--- src/rtl/alu_arbiter.sv ---
// Two-requester front end for a shared combinational ALU with a registered response slot.
// Optional build macro ALU_ARB_FIXED_PRIO_EN: requester 0 always wins contention instead of round-robin.
module alu_arbiter (
  input  logic        clk,
  input  logic        reset,
  input  logic [1:0]  req_valid,
  output logic [1:0]  req_ready,
  input  logic [63:0] req_a,
  input  logic [63:0] req_b,
  input  logic [7:0]  req_sel,
  output logic [31:0] alu_a,
  output logic [31:0] alu_b,
  output logic [3:0]  alu_sel,
  input  logic [31:0] alu_result,
  input  logic [2:0]  alu_flags,
  output logic        rsp_valid,
  input  logic        rsp_ready,
  output logic        rsp_id,
  output logic [31:0] rsp_result,
  output logic [2:0]  rsp_flags
);

  typedef enum logic [1:0] {
    IDLE = 2'd0,
    EXEC = 2'd1,
    RESP = 2'd2
  } state_t;

  state_t      state_r;
  logic        last_grant_r;
  logic        grant_id_r;
  logic [31:0] op_a_r;
  logic [31:0] op_b_r;
  logic [3:0]  op_sel_r;
  logic        grant_s;
  logic        accept_s;

  assign alu_a   = op_a_r;
  assign alu_b   = op_b_r;
  assign alu_sel = op_sel_r;

  // Pick the requester to serve among the currently valid ones.
  always_comb begin
    grant_s = 1'b0;
    if (req_valid == 2'b11) begin
`ifdef ALU_ARB_FIXED_PRIO_EN
      grant_s = 1'b0;
`else
      grant_s = ~last_grant_r;
`endif
    end else if (req_valid[1]) begin
      grant_s = 1'b1;
    end else begin
      grant_s = 1'b0;
    end
  end

  // A new operation can enter when the response slot is empty or is draining this cycle.
  always_comb begin
    accept_s = 1'b0;
    if (reset) begin
      accept_s = 1'b0;
    end else if ((state_r == IDLE) || ((state_r == RESP) && rsp_ready)) begin
      accept_s = |req_valid;
    end else begin
      accept_s = 1'b0;
    end
  end

  // One-hot handshake back to the granted requester in the accept cycle.
  always_comb begin
    req_ready = 2'b00;
    if (accept_s) begin
      req_ready = grant_s ? 2'b10 : 2'b01;
    end else begin
      req_ready = 2'b00;
    end
  end

  // Control FSM with operand, grant and response registers.
  always_ff @(posedge clk) begin
    if (reset) begin
      state_r      <= IDLE;
      last_grant_r <= 1'b1;
      grant_id_r   <= 1'b0;
      op_a_r       <= 32'd0;
      op_b_r       <= 32'd0;
      op_sel_r     <= 4'd0;
      rsp_valid    <= 1'b0;
      rsp_id       <= 1'b0;
      rsp_result   <= 32'd0;
      rsp_flags    <= 3'd0;
    end else begin
      if (accept_s) begin
        last_grant_r <= grant_s;
        grant_id_r   <= grant_s;
        op_a_r       <= grant_s ? req_a[63:32] : req_a[31:0];
        op_b_r       <= grant_s ? req_b[63:32] : req_b[31:0];
        op_sel_r     <= grant_s ? req_sel[7:4] : req_sel[3:0];
      end
      case (state_r)
        IDLE: begin
          if (accept_s) begin
            state_r <= EXEC;
          end
        end
        EXEC: begin
          rsp_result <= alu_result;
          rsp_flags  <= alu_flags;
          rsp_id     <= grant_id_r;
          rsp_valid  <= 1'b1;
          state_r    <= RESP;
        end
        RESP: begin
          if (rsp_ready) begin
            rsp_valid <= 1'b0;
            state_r   <= accept_s ? EXEC : IDLE;
          end
        end
        default: begin
          rsp_valid <= 1'b0;
          state_r   <= IDLE;
        end
      endcase
    end
  end

endmodule
--- config.mk ---
export PLATFORM = sky130hd
export DESIGN_NAME = alu_arbiter
export DESIGN_NICKNAME = d
export VERILOG_FILES = /design/src/rtl/alu_arbiter.sv
export SDC_FILE = /design/constraint.sdc
export NUM_CORES = 1
export LEC_CHECK = 0
export CAP_MARGIN = 20
export CORE_AREA = 2 2 113 115
export DETAILED_ROUTE_END_ITERATION = 10
export DIE_AREA = 0 0 115 117
export GPL_TIMING_DRIVEN = 0
export PLACE_DENSITY_LB_ADDON = 0.3
export RECOVER_POWER = 100
export SETUP_SLACK_MARGIN = 0.2
export SYNTH_ARGS = -nofsm -noshare
export SYNTH_HDL_FRONTEND = slang
export SYNTH_SLANG_ARGS = --single-unit
--- constraint.sdc ---
create_clock -name clk -period 2.1 [get_ports clk]
set_input_delay 0.315 -clock clk [delete_from_list [all_inputs] [get_ports clk]]
set_output_delay 0.315 -clock clk [all_outputs]
set_load 0.01 [all_outputs]
== Yosys cells after proc, flatten, opt, wreduce, memory -nomap -nowiden ==
Cells that the tools add are included.

* Word-level logic and storage cells: 38
* Register bits: 109
* Output and inout bits: 107

* Multiplexer cells: 15
* Bitwise gates (word level): 2
* Reduce and logical (&&, ||, !) cells: 6
* Equality and inequality tests: 5

{| class="wikitable"
|+ Operators by type and width
! kind !! count
|-
| $mux 32 || 2
|-
| $mux 2 || 4
|-
| $mux 1 || 6
|-
| $pmux 2 s3 || 1
|-
| $eq 2x2->1 const B || 2
|-
| $mux 4 || 1
|-
| $ne 2x2->1 const B || 2
|-
| $reduce_and 2->1 || 2
|-
| $pmux 1 s3 || 1
|-
| $eq 2x1->1 const B || 1
|-
| $logic_not 2->1 || 1
|-
| $not 1->1 || 2
|-
| $reduce_or 2->1 || 1
|-
| $logic_and 1x1->1 || 1
|-
| $logic_or 1x1->1 || 1
|}

== Logic depth before layout (Yosys ltp) ==
Gate-level depths: netlist (run 1).

* Word-level depth: 8
* Mapped depth: 6

== Worst setup path after synthesis (run 1) ==
Ideal clock, no wire load.

* Kind: input to register
* From: in req_valid[1]
* To: reg op_a_r[24], in the netlist alu_a[24]
* Cell stages on the path: 6
* Setup slack: 0.801 ns
* Path buffers: 3
* Library setup time: 0.141 ns
* Arrival time: 1.159 ns
* Required time: 1.959 ns
* Cell sequence: or2_1 -> buf_4 -> buf_6 -> buf_6 -> a31oi_1 -> a311oi_2

* Word-level cells in the longest chain between the ends: 3

{| class="wikitable"
|+ Ends and longest elaborated chain
! what !! RTL line !! source
|-
| start: declaration || 6 || <nowiki>input logic [1:0] req_valid,</nowiki>
|-
| $eq 2x2->1 (tied with other cells) || 45 || <nowiki>if (req_valid == 2'b11) begin</nowiki>
|-
| $mux 1 (on tied branches) || 45, 63 ||
|-
| $mux 32 / $mux 1 (equally long branches) || 97, 61 ||
|-
| end signal: assignment || 97 || <nowiki>op_a_r <= grant_s ? req_a[63:32] : req_a[31:0];</nowiki>
|-
| end: declaration || 32 || <nowiki>logic [31:0] op_a_r;</nowiki>
|}

Parallel ways exist; a longest one is shown, timed or not.
A chain may end at the register's enable or synchronous reset.

== Worst setup path after layout (run 1) ==
* From: reg state_r[0]
* To: out req_ready[0]

* Word-level cells in the longest chain between the ends: 6

{| class="wikitable"
|+ Ends and longest elaborated chain
! what !! RTL line !! source
|-
| start: declaration || 29 || <nowiki>state_t state_r;</nowiki>
|-
| start signal: assignment || 117 || <nowiki>state_r <= accept_s ? EXEC : IDLE;</nowiki>
|-
| $eq 2x2->1 || 63 || <nowiki>end else if ((state_r == IDLE) || ((state_r == RESP) && rsp_ready)) begin</nowiki>
|-
| $logic_and 1x1->1 || 63 ||
|-
| $logic_or 1x1->1 * || 63 ||
|-
| $mux 1 * || 63 ||
|-
| $mux 1 * || 61 || <nowiki>if (reset) begin</nowiki>
|-
| $mux 2 * || 73 || <nowiki>if (accept_s) begin</nowiki>
|-
| end: declaration || 7 || <nowiki>output logic [1:0] req_ready,</nowiki>
|}

Mark *: on every way between the ends. The rest lies on a longest branch, timed or not.

==> run summary, run 1 <==
Antenna diodes: 0
CP Capture Type: primary output
grt ovf: 0
status: complete, no violations
HP Class: reg2reg
RePlAce Congestion: 0.845
Via Count: 5721
Lkg Pwr: 3.30 nW
Die Area: 13500 sq um
hold_sp: rsp_result[30]$_SDFFE_PP0P_
first-pass iteration count of the detailed router: 8
largest net degree at the start of global routing: 19
Yosys warnings: 0
Rows: 41
Post-DP HPWL: 14300 microns
adder-cell share of the synthesized area: 0
Mapped Cells: 579
Crit Reg-Reg Startpoint: state_r[0]$_SDFFE_PP0P_
R2R depth: 6
Cell Pwr Density: 698 nW/um^2
Synth cell types: 28
Min-Delay Path Depth: 2
Fmax achieved: 0.541 GHz
clk sink count: 109
Mapped Nets: 755
peak supply drop: 376 uV
setup tns final: 0 ns
largest cells by area after synthesis: dfxtp_1 (43%), nand2_1 (16%), a311oi_2 (15%)
fin. max-slew vios: 0
GRT Overall Usage: 0.263
fin util: 0.661
first-pass GRT wire length: 27700 microns
critical path arrival: 1.53 ns
Non-Filler Instances: 1027
Die X: 115 microns
largest family of logic cells by synthesized area: compound AO/OA/AOI/OAI gates
DRT iter0 DRCs: 380
share of cells above drive strength 1: 0.0981
synthesized cell area: 5030 sq um
hold-critical path endpoint: rsp_result[30]$_SDFFE_PP0P_
count leader, synth: nand2_1
Reg clk slew, reported paths: 0.07 ns
post-synthesis simple-gate area fraction: 0.175
vias in the first global route: 5564
number of synthesized flops with an enable pin: 0
xor and xnor area share after synthesis: 0
unrepaired setup endpoints after global routing: no
# DRC: 0
FFs w/ async S/R, synth: 0
worst-margin pin slew: 0.665 ns
Synth area leader: dfxtp_1
Slew Limit Headroom: 0.554
Synth Flop Type: dfxtp_1
initial core utilization: 0.408
Period minus WS final: 1.85 ns
internal reg-to-reg setup slack: 0.27 ns
# setup viols final: 0
Nets: 1048
CTS Hold Bufs: 0
Routed WL: 18900 microns
Final Cycle Share: 0.880
TritonCTS buffer count: 9
mean number of vias per cell: 5.57
flip-flop and latch count after synthesis: 109
core area: 12300 sq um
Setup crit start kind: register
number of port buffers: 281
CTS Root Cell: clkbuf_16
Max-Cap Viols: 0
io pins: 283
H-tree lvl count: 3
Worst Setup SP: state_r[0]$_SDFFE_PP0P_
Critical Path Fanout Max: 9
Setup CP Type: reg2out
height of the die: 117 microns
initial antenna violation count: 1
Layout area overhead: 61.9%
post-synthesis mux area share: 0
Clock Path Buffers: 2
CTS tree: built
syn_area_per_cell: 8.68 sq um
ANT nets after route: 0
# placed instances: 1010
Wirelength per Cell: 18.4 microns
sequential area share after synthesis: 0.434
Compound-Gate Fraction of Synth Area: 0.312
Layout Skew: 0.00428 ns
required time worst endpoint: 1.78 ns
final hold viol count: 0
list of most frequent post-synthesis cells: nand2_1 (208), dfxtp_1 (109), a31oi_1 (68)
Yosys top cell area share: 0.434
r2r endpoint: alu_a[21]$_SDFFE_PP0P_
clk_lat worst skew: 0.34 ns
## cell families (layout without fill, tap and decap cells)
family | count (synthesis) | count (layout)
simple gates | 222 | 222
compound gates | 180 | 180
buf+inv | 68 | 366
flops | 109 | 109
## state kept, by name (all words and copies together), names as in the netlist
register and count:
alu_a 32, alu_sel 4, grant_id_r 1, rsp_result 32, rsp_valid 1, rsp_id 1
alu_b 32, rsp_flags 3, last_grant_r 1, state_r 2
## power by group
group	internal, mW	leakage [nW]	total (mW)	switching (mW)
sequential	2.25	0.898	2.35	0.104
clock	1.05	0.156	1.85	0.799
combinational	0.778	2.25	1.48	0.703
total	4.08	3.30	5.68	1.61
## metrics by stage
stage	total power [mW]	worst slack [ns]	cell area, sq um	hold slack (ns)
after floorplan	3.13	0.801	5030	0.432
after global placement	3.96	-0.348	8030	0.444
after detailed placement	4.01	-0.389	8030	0.448
after CTS	5.83	0.289	8370	0.458
after global routing	5.91	0.115	8140	0.470
final	5.68	0.251	8140	0.454
## worst max-delay path, stage by stage (launching register included)
cell and delay [ns]:
dfxtp_1 0.30, clkbuf_1 0.25, nor2_8 0.28, nand3_4 0.11, nor2_1 0.10, buf_2 0.15
## cells in the final DEF (no fill, tap or decap), types with 2 or more instances in the layout
cell type / count
buf_6: 12
buf_2: 36
clkinv_4: 2
buf_4: 4
bufinv_16: 2
dfxtp_1: 109
dlygate4sd3_1: 105
a21oi_1: 38
nand2b_1: 2
nor2_1: 4
clkbuf_16: 9
dlygate4sd2_1: 2
inv_1: 4
a31oi_1: 68
a311oi_1: 55
nand2_1: 208
a311oi_2: 13
clkbuf_1: 14
clkdlybuf4s50_1: 172
## area by class of cell
cell class | instances | area (sq um)
Multi-Input combinational cell | 402 | 2240
Buffer | 64 | 384
Clock buffer | 9 | 225
Tap cell | 150 | 188
Timing Repair Buffer | 282 | 2810
Inverter | 4 | 15.0
Clock inverter | 7 | 98.8
Fill cell | 1023 | 4170
Sequential cell | 109 | 2180
## layer usage
layer / vias to the layer above / part of all wire / track usage
li1: 2669 / - / -
met1: 2686 / 0.39 / 0.301
met2: 325 / 0.50 / 0.474
met3: 39 / 0.088 / 0.0659
met4: 2 / 0.026 / 0.0972
met5: - / 0.00069 / 0
## repair_timing
item / in CTS / in global routing
setup buffers: 1 / 0
cloned: 0 / 0
resized for setup: 15 / 2
endpoints found under the setup margin: 2 / 2
## worst max path at each step
stage                                   to  cells past startpoint
global route        alu_a[27]$_SDFFE_PP0P_                      6
detailed placement            req_ready[0]                      5
CTS                           req_ready[0]                      6
global placement              req_ready[0]                      5
floorplan           alu_a[24]$_SDFFE_PP0P_                      6
finish                        req_ready[0]                      5
No activity file was read; power rests on OpenSTA's default activity.
==> run 2, diff against run 1 <==
--- a/config.mk
+++ b/config.mk
@@ -6,9 +6,9 @@
 export NUM_CORES = 1
 export LEC_CHECK = 0
 export CAP_MARGIN = 20
-export CORE_AREA = 2 2 113 115
+export CORE_AREA = 2 2 153 140
 export DETAILED_ROUTE_END_ITERATION = 10
-export DIE_AREA = 0 0 115 117
+export DIE_AREA = 0 0 155 142
 export GPL_TIMING_DRIVEN = 0
 export PLACE_DENSITY_LB_ADDON = 0.3
 export RECOVER_POWER = 100
==> run 2 against run 1 <==
  * Critical path depth stayed put
  * Register-to-register slack better by 0.04 ns
  * Clock power is 2% lower
  * Final area is 4.8% higher
  * Clock-buffer cell count stayed put
  * Cell count is 11% higher
  * Setup slack worse by 0.050 ns
  * Die area is 64% higher
  * Hold slack worse by 0.0016 ns
  * Largest power group unchanged
==> run summary, run 2 (synthesized netlist as in run 1, its figures left out) <==
Non-Filler Instances: 1141 (was 1027)
Fmax achieved: 0.527 GHz (was 0.541 GHz)
sw frac: 0.300 (was 0.283)
unrepaired setup endpoints after global routing: no (unchanged)
status: complete, no violations (unchanged)
Via Count: 5456 (was 5721)
hold_ws: 0.452 ns (was 0.454 ns)
required time worst endpoint: 2.31 ns (was 1.78 ns)
vias in the first global route: 5482 (was 5564)
grt ovf: 0 (unchanged)
Setup CP Type: in2reg (was reg2out)
NetSw: 1.72 mW (was 1.61 mW)
first-pass GRT wire length: 30500 microns (was 27700 microns)
Clock Path Buffers: 2 (unchanged)
TritonCTS buffer count: 9 (unchanged)
CTS tree: built (unchanged)
Post-DP HPWL: 15200 microns (was 14300 microns)
Setup crit start kind: input port (was register)
# setup viols final: 0 (unchanged)
# placed instances: 1120 (was 1010)
most common cell after layout, fill and taps aside: nand2_1 (unchanged)
Layout Skew: 0.00857 ns (was 0.00428 ns)
Layout area overhead: 69.6% (was 61.9%)
Slew Limit Headroom: 0.495 (was 0.554)
Period minus WS final: 1.90 ns (was 1.85 ns)
core area: 20500 sq um (was 12300 sq um)
Reg clk slew, reported paths: 0.07 ns (about the same)
RePlAce Congestion: 0.768 (was 0.845)
GRT Overall Usage: 0.178 (was 0.263)
Lkg Pwr: 3.33 nW (was 3.30 nW)
Wirelength per Cell: 17.6 microns (was 18.4 microns)
Final Cycle Share: 0.904 (was 0.880)
fin util: 0.417 (was 0.661)
number of port buffers: 281 (unchanged)
Critical Path Fanout Max: 10 (was 9)
initial core utilization: 0.246 (was 0.408)
CTS Root Cell: clkbuf_16 (unchanged)
# fillers: 2108 (was 1023)
final hold viol count: 0 (unchanged)
Rows: 50 (was 41)
largest net degree at the start of global routing: 20 (was 19)
Clock Power Share: 0.317 (was 0.326)
fin. max-slew vios: 0 (unchanged)
initial antenna violation count: 2 (was 1)
peak supply drop: 356 uV (was 376 uV)
io pins: 283 (unchanged)
leading cell types in the layout, fill and taps excluded: nand2_1 (208), clkdlybuf4s50_1 (171), dfxtp_1 (108), dlygate4sd3_1 (106), a31oi_1 (68) (was nand2_1 (208), clkdlybuf4s50_1 (172), dfxtp_1 (109), dlygate4sd3_1 (105), a31oi_1 (68))
Die X: 155 microns (was 115 microns)
clk sink count: 109 (unchanged)
CP Capture Type: register (was primary output)
worst-margin pin slew: 0.758 ns (was 0.665 ns)
# DRC: 0 (unchanged)
Flop pwr share: 0.408 (was 0.413)
internal power: 4.01 mW (was 4.08 mW)
Nets: 1051 (was 1048)
mean number of vias per cell: 4.78 (was 5.57)
height of the die: 142 microns (was 117 microns)
Comb pwr share: 0.275 (was 0.261)
clk_lat worst skew: 0.36 ns (was 0.34 ns)
first-pass iteration count of the detailed router: 4 (was 8)
Max-Cap Viols: 0 (unchanged)
Cell Pwr Density: 671 nW/um^2 (was 698 nW/um^2)
Die Area: 22000 sq um (was 13500 sq um)
critical path arrival: 2.11 ns (was 1.53 ns)
Routed WL: 20100 microns (was 18900 microns)
H-tree lvl count: 3 (unchanged)
DRT iter0 DRCs: 222 (was 380)
HP Class: reg2reg (unchanged)
share of cells above drive strength 1: 0.142 (was 0.0981)
ANT nets after route: 0 (unchanged)
## run 2: final timing paths
path / startpoint / endpoint / slack [ns] / depth (start not counted)
min: rsp_result[17]$_SDFFE_PP0P_ / rsp_result[17]$_SDFFE_PP0P_ / 0.45 / 2
min reg2reg: rsp_result[17]$_SDFFE_PP0P_ / rsp_result[17]$_SDFFE_PP0P_ / 0.45 / 2
max: rsp_ready / alu_a[7]$_SDFFE_PP0P_ / 0.20 / 5
max reg2reg: state_r[0]$_SDFFE_PP0P_ / rsp_flags[0]$_SDFFE_PP0P_ / 0.31 / 6
## run 2: worst max-delay path: stages
cell and delay, ns:
dlygate4sd3_1 0.59, and2b_1 0.24, nor3_4 0.45, clkbuf_2 0.37, a311oi_1 0.14
## run 2: final cells by class
| cell class | instances | area (sq um) | area share |
|---|---|---|---|
| inverter | 4 | 17.5 | 0.00205 |
| buffer | 64 | 388 | 0.0455 |
| timing repair buffer | 285 | 2840 | 0.332 |
| clock inverter | 7 | 80.1 | 0.00939 |
| tap | 260 | 325 | 0.0381 |
| antenna | 1 | 2.50 | 0.000293 |
| clock buffer | 9 | 225 | 0.0264 |
| multi-input combinational | 402 | 2470 | 0.290 |
| sequential | 109 | 2180 | 0.256 |
## run 2: what timing repair did
action | in CTS | in global routing
pin swaps | 1 | 1
endpoints found under the setup margin | 4 | 14
buffers inserted | 2 | 2
hold buffers | 0 | 0
cloned | 0 | 0
gates resized for setup | 14 | 5
## run 2: metrics by stage
| step | worst slack, ns | setup TNS [ns] | total power [mW] | instance area, sq um |
|---|---|---|---|---|
| finish | 0.201 | 0 | 5.72 | 8530 |
| global placement | -0.370 | -2.43 | 4.01 | 8170 |
| floorplan | 0.801 | 0 | 3.13 | 5030 |
| CTS | 0.194 | 0 | 5.88 | 8510 |
| global route | 0.141 | 0 | 6.02 | 8530 |
| detailed placement | -0.416 | -2.49 | 4.02 | 8170 |
## run 2: layer usage
| layer | share of wire | global-route usage |
|---|---|---|
| met1 | 0.43 | 0.220 |
| met5 | 0.00065 | 0 |
| met3 | 0.089 | 0.0633 |
| met4 | 0.018 | 0.0551 |
| met2 | 0.47 | 0.292 |
## run 2: power by group through the flow
stage	Clock [mW]	Sequential [mW]	Combinational, mW
floorplan	0	2.46	0.668
global placement	0	2.38	1.63
detailed placement	0	2.39	1.64
CTS	1.89	2.34	1.65
global route	1.95	2.36	1.71
finish	1.81	2.33	1.57
